[src/rtl/serial_adder_pkg.sv]
// Shared types and constants for the bit-serial adder.
//   sa_state_t        : controller states (IDLE, RUN, DONE)
//   SA_DEFAULT_WIDTH  : default operand/result width
package serial_adder_pkg;

    typedef enum logic [1:0] {
        SA_IDLE = 2'd0,
        SA_RUN  = 2'd1,
        SA_DONE = 2'd2
    } sa_state_t;

    localparam int SA_DEFAULT_WIDTH = 64;

endpackage

[src/rtl/serial_adder_64_full_adder.sv]
// One-bit full adder cell, the only arithmetic in the serial adder.
// Ports:
//   a, b  in   operand bits
//   ci    in   carry in
//   s     out  sum bit
//   co    out  carry out
module FullAdder1Bit (
    input  logic a,
    input  logic b,
    input  logic ci,
    output logic s,
    output logic co
);

    assign s  = a ^ b ^ ci;
    assign co = (a & b) | (ci & (a ^ b));

endmodule

[src/rtl/serial_adder_64.sv]
// Bit-serial WIDTH-bit adder: one full-adder cell fed LSB first, one bit per
// clock, carry held in a flop. valid/ready handshake on both sides; one
// transaction takes WIDTH+2 cycles.
// Optional feature macro: SERIAL_ADDER_SUB_EN adds a `sub` input; when set at
// accept the block computes a-b (cout=1 means no borrow).
// Ports:
//   clk        in   clock, rising edge
//   rst_n      in   asynchronous active-low reset
//   in_valid   in   operands present on a/b/cin
//   in_ready   out  operands can be accepted (IDLE only)
//   a, b       in   WIDTH-bit operands
//   cin        in   carry into bit 0
//   sub        in   (SERIAL_ADDER_SUB_EN only) subtract instead of add
//   out_valid  out  sum/cout hold a completed result (DONE)
//   out_ready  in   consumer takes the result
//   sum        out  WIDTH-bit result
//   cout       out  carry out of bit WIDTH-1
//   busy       out  high in RUN or DONE
//
// state   | meaning
// SA_IDLE | waiting for operands, in_ready high
// SA_RUN  | one bit per cycle through the cell, cnt tracks bit index
// SA_DONE | result held on sum/cout until out_ready
module serial_adder_64
    import serial_adder_pkg::*;
#(
    parameter int WIDTH = SA_DEFAULT_WIDTH
) (
    input  logic             clk,
    input  logic             rst_n,
    input  logic             in_valid,
    output logic             in_ready,
    input  logic [WIDTH-1:0] a,
    input  logic [WIDTH-1:0] b,
    input  logic             cin,
`ifdef SERIAL_ADDER_SUB_EN
    input  logic             sub,
`endif
    output logic             out_valid,
    input  logic             out_ready,
    output logic [WIDTH-1:0] sum,
    output logic             cout,
    output logic             busy
);

    localparam int CNT_W = (WIDTH > 1) ? $clog2(WIDTH) : 1;
    localparam logic [CNT_W-1:0] CNT_LAST = CNT_W'(WIDTH - 1);

    sa_state_t        state;
    logic [WIDTH-1:0] a_sh;
    logic [WIDTH-1:0] b_sh;
    logic [WIDTH-1:0] sum_sh;
    logic [WIDTH-1:0] sum_next;
    logic [WIDTH-1:0] b_load;
    logic [CNT_W-1:0] cnt;
    logic             carry;
    logic             carry_load;
    logic             cout_q;
    logic             do_sub;
    logic             fa_s;
    logic             fa_co;

`ifdef SERIAL_ADDER_SUB_EN
    assign do_sub = sub;
`else
    assign do_sub = 1'b0;
`endif

    // Subtraction is a + ~b + 1, so the forced carry replaces cin.
    assign b_load     = do_sub ? ~b : b;
    assign carry_load = do_sub ? 1'b1 : cin;

    FullAdder1Bit u_fa (
        .a  (a_sh[0]),
        .b  (b_sh[0]),
        .ci (carry),
        .s  (fa_s),
        .co (fa_co)
    );

    generate
        if (WIDTH == 1) begin : g_one_bit
            assign sum_next = fa_s;
        end else begin : g_multi_bit
            assign sum_next = {fa_s, sum_sh[WIDTH-1:1]};
        end
    endgenerate

    always_ff @(posedge clk or negedge rst_n) begin
        if (!rst_n) begin
            state  <= SA_IDLE;
            a_sh   <= '0;
            b_sh   <= '0;
            sum_sh <= '0;
            carry  <= 1'b0;
            cnt    <= '0;
            cout_q <= 1'b0;
        end else begin
            case (state)
                SA_IDLE: begin
                    if (in_valid) begin
                        a_sh  <= a;
                        b_sh  <= b_load;
                        carry <= carry_load;
                        cnt   <= '0;
                        state <= SA_RUN;
                    end
                end
                SA_RUN: begin
                    sum_sh <= sum_next;
                    carry  <= fa_co;
                    a_sh   <= a_sh >> 1;
                    b_sh   <= b_sh >> 1;
                    cnt    <= cnt + 1'b1;
                    if (cnt == CNT_LAST) begin
                        // carry flop keeps the final Co too, but cout gets its
                        // own copy so it does not show cin while RUN restarts.
                        cout_q <= fa_co;
                        state  <= SA_DONE;
                    end
                end
                SA_DONE: begin
                    if (out_ready) begin
                        state <= SA_IDLE;
                    end
                end
                default: state <= SA_IDLE;
            endcase
        end
    end

    assign in_ready  = (state == SA_IDLE);
    assign out_valid = (state == SA_DONE);
    assign busy      = (state != SA_IDLE);
    assign sum       = sum_sh;
    assign cout      = cout_q;

endmodule

[config.mk]
export PLATFORM = sky130hd
export DESIGN_NAME = serial_adder_64
export DESIGN_NICKNAME = d
export VERILOG_FILES = /design/src/rtl/serial_adder_pkg.sv /design/src/rtl/serial_adder_64_full_adder.sv /design/src/rtl/serial_adder_64.sv
export SDC_FILE = /design/constraint.sdc
export NUM_CORES = 1
export LEC_CHECK = 0
export CAP_MARGIN = 15
export CELL_PAD_IN_SITES_DETAIL_PLACEMENT = 1
export CELL_PAD_IN_SITES_GLOBAL_PLACEMENT = 2
export CORE_MARGIN = 3
export CORE_UTILIZATION = 33
export CTS_CLUSTER_DIAMETER = 200
export CTS_CLUSTER_SIZE = 40
export DETAILED_ROUTE_END_ITERATION = 16
export GPL_TIMING_DRIVEN = 0
export PLACE_DENSITY = 0.83
export RECOVER_POWER = 50
export SLEW_MARGIN = 30
export SYNTH_ARGS = -nofsm -noshare
export SYNTH_HDL_FRONTEND = slang
export SYNTH_SLANG_ARGS = --single-unit
[constraint.sdc]
create_clock -name clk -period 3.6 [get_ports clk]
set_input_delay 0.9 -clock clk [delete_from_list [all_inputs] [get_ports clk]]
set_output_delay 0.9 -clock clk [all_outputs]
set_load 0.01 [all_outputs]
==> metrics.yaml, run 1 <==
worst_setup_path:
  crit_path_end_kind: "output pin"
  worst-setup-path-type: "reg -> out"
  ff2ff_setup_slack_ns: 1.38
  crit_fanout: 10
  reg2regPathDepth: 7
  critPathBufInv: 4
  crit_slowest_cell: "clkdlybuf4s50_1"
  timing.rr.end: "sum[30]"
  cpLargestDelayFamily: "buffers and inverters"
  r2r-start: "state[1]"
  crit_path_start_kind: "flip-flop"
  worst_ep_arrival_time_ns: 2.42
  crit_chain: "buf_4 > buf_6 > clkbuf_1 > nor2b_1 > clkdlybuf4s50_1"
  cp.depth: 5
  critPathMaxStageDelay_ns: 0.63
  required_ns: 2.70
detailed_routing:
  ant_nets: 0
  avgRoutedWirePerCell_um: 17.4
  firstDrtPassIters: 4
  drc: 0
  vias_per_cell: 5.02
  vias: 7182
  drtIter0Drc: 519
  wirelength_mm: 24.9
cts:
  clock_latency_ns: 0.49
  cts.sinks: 202
  cts_hold_buf: 0
  cts_tree: "built"
  numCtsBuffers: 9
  ctsResizeCount: 0
  ctsHtreeMaxLevel: 1
  root_buffer: "clkbuf_16"
  cts_setup_buffers: 0
  cts_buffer_depth: 3
  path_clk_slew_ns: 0.15
synthesis:
  syn_inst: 888
  synth-edff-count: 0
  synth_top_cell_by_area: "dfrtp_1"
  synthFlopType: "dfrtp_1"
  syn_nets: 1023
  synth_common_cells: "nand2_1, dfrtp_1, a22oi_1"
  syn_area_per_cell_um2: 9.70
  netlist_area_um2: 8610
  ys_top_cells_by_area: "dfrtp_1, nand2_1, a22oi_1"
  ys_async_sr_fraction_pct: 100
  synth_seq_cells: 202
  netlist.area_leader.share_pct: 58.7
  ys_types: 34
  ys_seq_area_share_pct: 58.7
  yosysMostFrequentCell: "nand2_1"
  yosys_warnings: 0
power_and_ir_drop:
  power_switching_mw: 2.64
  power_leakage_nw: 4.92
  power_frac_comb_pct: 35.4
  p_clk_share_pct: 16.2
  power.internal_mw: 4.91
  power_switching_share_pct: 35.0
  vdd_drop_max_v: 0.000352
  p_seq_share_pct: 48.4
  p_per_area_nw_per_um2: 668
floorplanning:
  fp.dieH_um: 168
  core_um2: 25400
  ios: 201
  die-area_um2: 28100
  chipWidth_um: 168
  initial_core_util_pct: 33.9
  rows: 58
hold_path:
  min_path_type: "reg -> reg"
  worst_hold_path.num_cells: 2
  min-delay-start: "a_sh[38]"
  hold_path_end: "a_sh[38]"
run:
  cap_violations: 1
timing:
  min_period_ns: 3.32
  worst_pin_slew_ns: 2.69
  fmax_mhz: 301
  final_max_slew_viol_count: 42
  skew_ns: 0.0706
  rsz0062_at_grt: "no"
  hold_viol: 0
  relSlewSlack_pct: -79.0
  period_share_pct: 92.2
  worst_hold_slack_ns: 0.485
  finalSetupViolCount: 0
cells_and_area:
  post-route-util_pct: 44.5
  area_growth_pct: 31.2
  n_fill_cell: 2935
  final_cell_area_um2: 11300
  drive_above_1_share_pct: 6.18
  diodes: 0
  nNetsFinal: 1236
global_routing:
  grt_pass1_wl_mm: 41.0
  track_usage_pct: 17.5
  antenna_found_initial: 2
  grt_max_degree: 82
  overflow: 0
  grt_pass1_vias: 7696
placed_design:
  dp_hpwl_mm: 17.9
  gp_congestion: 0.758
  portBuffers: 200
  placed_area_um2: 11100
run_status:
  violations: "max-capacitance violations, max-slew violations"
  status: "complete, but fails checks"
==> per-layer routing <==
layer | up-vias | global-route usage, % | part of all wire [%]
li1 | 3444 | - | -
met1 | 3563 | 24.9 | 47
met2 | 155 | 28.5 | 47
met3 | 16 | 3.68 | 5.1
met4 | 4 | 2.03 | 1.0
met5 | - | 0 | 0.092
==> registers in the layout (all words and copies together), names as in the netlist <==
name and flops:
a_sh 64, b_sh 64, sum 64, cnt 6, state 2, carry 1
cout 1
==> worst min-delay path, cell delays in order (launching register included) <==
cell     delay, ns
dfrtp_1       0.34
nand2_1       0.05
o21ai_0       0.06
==> through the flow <==
step                total power [mW]  instances   TNS, ns  setup slack [ns]
detailed placement              6.46       1420         0             0.794
global route                    8.18       1430         0            0.0959
global placement                6.36       1418  -1512.84             -7.51
finish                          7.55       1430         0             0.280
floorplan                       5.15        888         0              1.62
CTS                             7.70       1430         0             0.238
==> power groups by stage <==
stage | Clock, mW | Sequential (mW) | Combinational [mW]
final | 1.22 | 3.65 | 2.68
after global routing | 1.36 | 3.79 | 3.03
after CTS | 1.28 | 3.66 | 2.76
after detailed placement | 0 | 3.71 | 2.76
after global placement | 0 | 3.69 | 2.67
after floorplan | 0 | 3.68 | 1.48
==> layout by cell type (no fill, tap or decap), types with 3 or more instances in the layout <==
master / n
nand2_1: 326
dfrtp_1: 202
clkdlybuf4s50_1: 199
a22oi_1: 117
o21ai_0: 88
o21ai_1: 40
clkbuf_1: 31
buf_2: 23
buf_4: 12
a22oi_2: 9
clkbuf_16: 9
buf_6: 5
nor2_1: 3
inv_1: 3
nor2b_1: 3
==> cell type report <==
class,count,area [um2],share of cell area [%]
inverter,3,11.3,0.0996
buffer,72,409,3.62
timing repair buffer,202,2050,18.1
clock buffer,9,225,1.99
tap,330,413,3.65
clock inverter,1,30.0,0.266
multi-input combinational,611,3110,27.5
sequential,202,5050,44.7
==> kinds of logic (layout without fill, tap and decap cells) <==
family,count (synthesis),count (layout),share of synthesized area (%)
buf+inv,75,287,5.10
mux,4,4,0.494
fa+ha+maj,2,2,0.378
simple gates,341,341,15.4
flops,202,202,58.7
compound gates,264,264,20.0
==> worst max path at each step <==
stage / to / slack [ns] / startpoint
floorplan: busy / 1.62 / state[0]
global placement: b_sh[20] / -7.51 / rst_n
detailed placement: out_valid / 0.79 / state[1]
CTS: out_valid / 0.24 / state[1]
global route: out_valid / 0.1 / state[1]
finish: out_valid / 0.28 / state[1]
(Power assumes the default switching activity.)
==> run 2, diff against run 1 <==
Settings changed: CORE_ASPECT_RATIO from default to 0.75.
==> metrics.yaml, run 2 (same netlist as run 1, synthesis figures left out) <==
hold_path:
  min_path_type: "in -> async"
global_routing:
  track_usage_pct: 17.5  # +0.082 points
  grt_pass1_wl_mm: 40.4  # -1.4%
  overflow: 0  # unchanged
  grt_max_degree: 82  # unchanged
  antenna_found_initial: 1  # -1
  grt_pass1_vias: 7480  # -2.8%
floorplanning:
  die-area_um2: 28100  # about the same
  initial_core_util_pct: 34.0  # +0.084 points
  rows: 50  # -14%
  core_um2: 25300  # -0.25%
  ios: 201  # unchanged
  fp.dieH_um: 146  # -13%
  chipWidth_um: 193  # +15%
timing:
  period_share_pct: 91.8  # -0.46 points
  finalSetupViolCount: 0  # unchanged
  worst_pin_slew_ns: 1.86  # -0.826 ns
  skew_ns: 0.0706  # +0.0000301 ns
  relSlewSlack_pct: -24.0  # +55 points
  min_period_ns: 3.30  # -0.0165 ns
  fmax_mhz: 303  # +0.50%
  tns_ns: 0  # unchanged
  final_max_slew_viol_count: 74  # +76%
  hold_viol: 0  # unchanged
  rsz0062_at_grt: "no"
cells_and_area:
  area_growth_pct: 31.0
  final_cell_area_um2: 11300  # -0.12%
  nNetsFinal: 1236  # unchanged
  drive_above_1_share_pct: 6.36  # +0.18 points
  final_common_cell: "nand2_1"
  final_cell_mix: "nand2_1, dfrtp_1, clkdlybuf4s50_1"
  diodes: 0  # unchanged
detailed_routing:
  vias_per_cell: 5.00  # -0.45%
  drtIter0Drc: 326  # -37%
  ant_nets: 0  # unchanged
  firstDrtPassIters: 4  # unchanged
  avgRoutedWirePerCell_um: 17.4  # -0.49%
  drc: 0  # unchanged
  vias: 7190  # +0.11%
  wirelength_mm: 25.0  # about the same
worst_setup_path:
  worst-setup-path-type: "reg -> out"
  r2r-start: "state[1]"
  crit_path_start: "state[1]"
  critPathBufInv: 4  # unchanged
  crit_fanout: 10  # unchanged
  crit_path_end_kind: "output pin"
  cpLargestDelayFamily: "buffers and inverters"
  crit_slowest_cell: "clkdlybuf4s50_1"
  critPathMaxStageDelay_ns: 0.60  # -0.03 ns
  crit_path_start_kind: "flip-flop"
  worst_ep_arrival_time_ns: 2.40  # -0.02 ns
  crit_chain: "buf_4 > buf_6 > clkbuf_1 > nor2b_1 > clkdlybuf4s50_1"
  required_ns: 2.70  # about the same
power_and_ir_drop:
  power_switching_share_pct: 35.0  # +0.066 points
  power_leakage_nw: 4.91  # -0.12%
  p_seq_share_pct: 48.5  # about the same
  power.internal_mw: 4.91  # about the same
  p_per_area_nw_per_um2: 670  # +0.23%
  vdd_drop_max_v: 0.000340  # -3.3%
  power_frac_comb_pct: 35.4  # about the same
  p_clk_share_pct: 16.2  # about the same
  power_switching_mw: 2.65  # +0.30%
cts:
  ctsResizeCount: 0  # unchanged
  cts_hold_buf: 0  # unchanged
  numCtsBuffers: 9  # unchanged
  cts_buffer_depth: 3  # unchanged
  cts_setup_buffers: 0  # unchanged
  cts_tree: "built"
  cts.sinks: 202  # unchanged
  clock_latency_ns: 0.48  # about the same
  ctsHtreeMaxLevel: 1  # unchanged
  root_buffer: "clkbuf_16"
  path_clk_slew_ns: 0.15  # about the same
run_status:
  status: "complete, but fails checks"
  violations: "max-capacitance violations, max-slew violations"
placed_design:
  placed_area_um2: 11100  # about the same
  portBuffers: 200  # unchanged
  gp_congestion: 0.750  # -1.0%
  dp_hpwl_mm: 18.2  # +1.9%
run:
  cap_violations: 1  # unchanged
==> run 2: cell count changes in the layout (fill, tap and decap cells not counted) <==
cell,before,now
buf_16,2,0
clkbuf_1,31,29
buf_4,12,13
buf_6,5,6
buf_8,1,2
clkbuf_2,0,1
==> run 2: cell type report <==
type / instances / area (um2)
fillers: 2856 / 14000
flip-flops and latches: 202 / 5050
multi-input cells: 611 / 3110
repair buffers: 202 / 2020
well taps: 338 / 423
plain buffers: 72 / 413
clock buffers: 9 / 225
clock inverters: 1 / 30.0
inverters: 3 / 11.3
==> run 2: stage by stage <==
stage,std cells,utilization (%),setup WS [ns],total power [mW],hold WS (ns)
after global placement,1426,43.6,-7.40,6.35,0.461
after CTS,1438,44.8,0.223,7.69,0.289
final,1438,44.6,0.297,7.56,0.272
after detailed placement,1428,43.8,0.806,6.47,0.470
after global routing,1438,44.6,0.131,8.16,0.289
after floorplan,888,-,1.62,5.15,0.445
==> run 2: power groups by stage <==
stage                     registers [mW]  clock network, mW  logic [mW]
after floorplan                     3.68                  0        1.48
after global placement              3.70                  0        2.65
after detailed placement            3.72                  0        2.75
after CTS                           3.67               1.27        2.75
after global routing                3.78               1.35        3.03
final                               3.66               1.22        2.67
==> run 2: layer usage <==
layer / track usage [%] / vias up / wire length [um]
li1: - / 3452 / -
met1: 27.2 / 3589 / 12800
met2: 26.6 / 136 / 10800
met3: 2.94 / 11 / 1100
met4: 1.75 / 2 / 201
met5: 0 / - / 9
==> run 2: path summary, 6_finish.rpt <==
check / end / slack (ns) / cells past startpoint
worst min register to register: b_sh[5] / 0.48 / 2
min in group clk: b_sh[5] / 0.48 / 2
worst min-delay path: sum[57] / 0.27 / 1
worst max-delay path: out_valid / 0.30 / 5
max in group asynchronous: b_sh[5] / 0.68 / 3
worst max register to register: sum[47] / 1.39 / 7
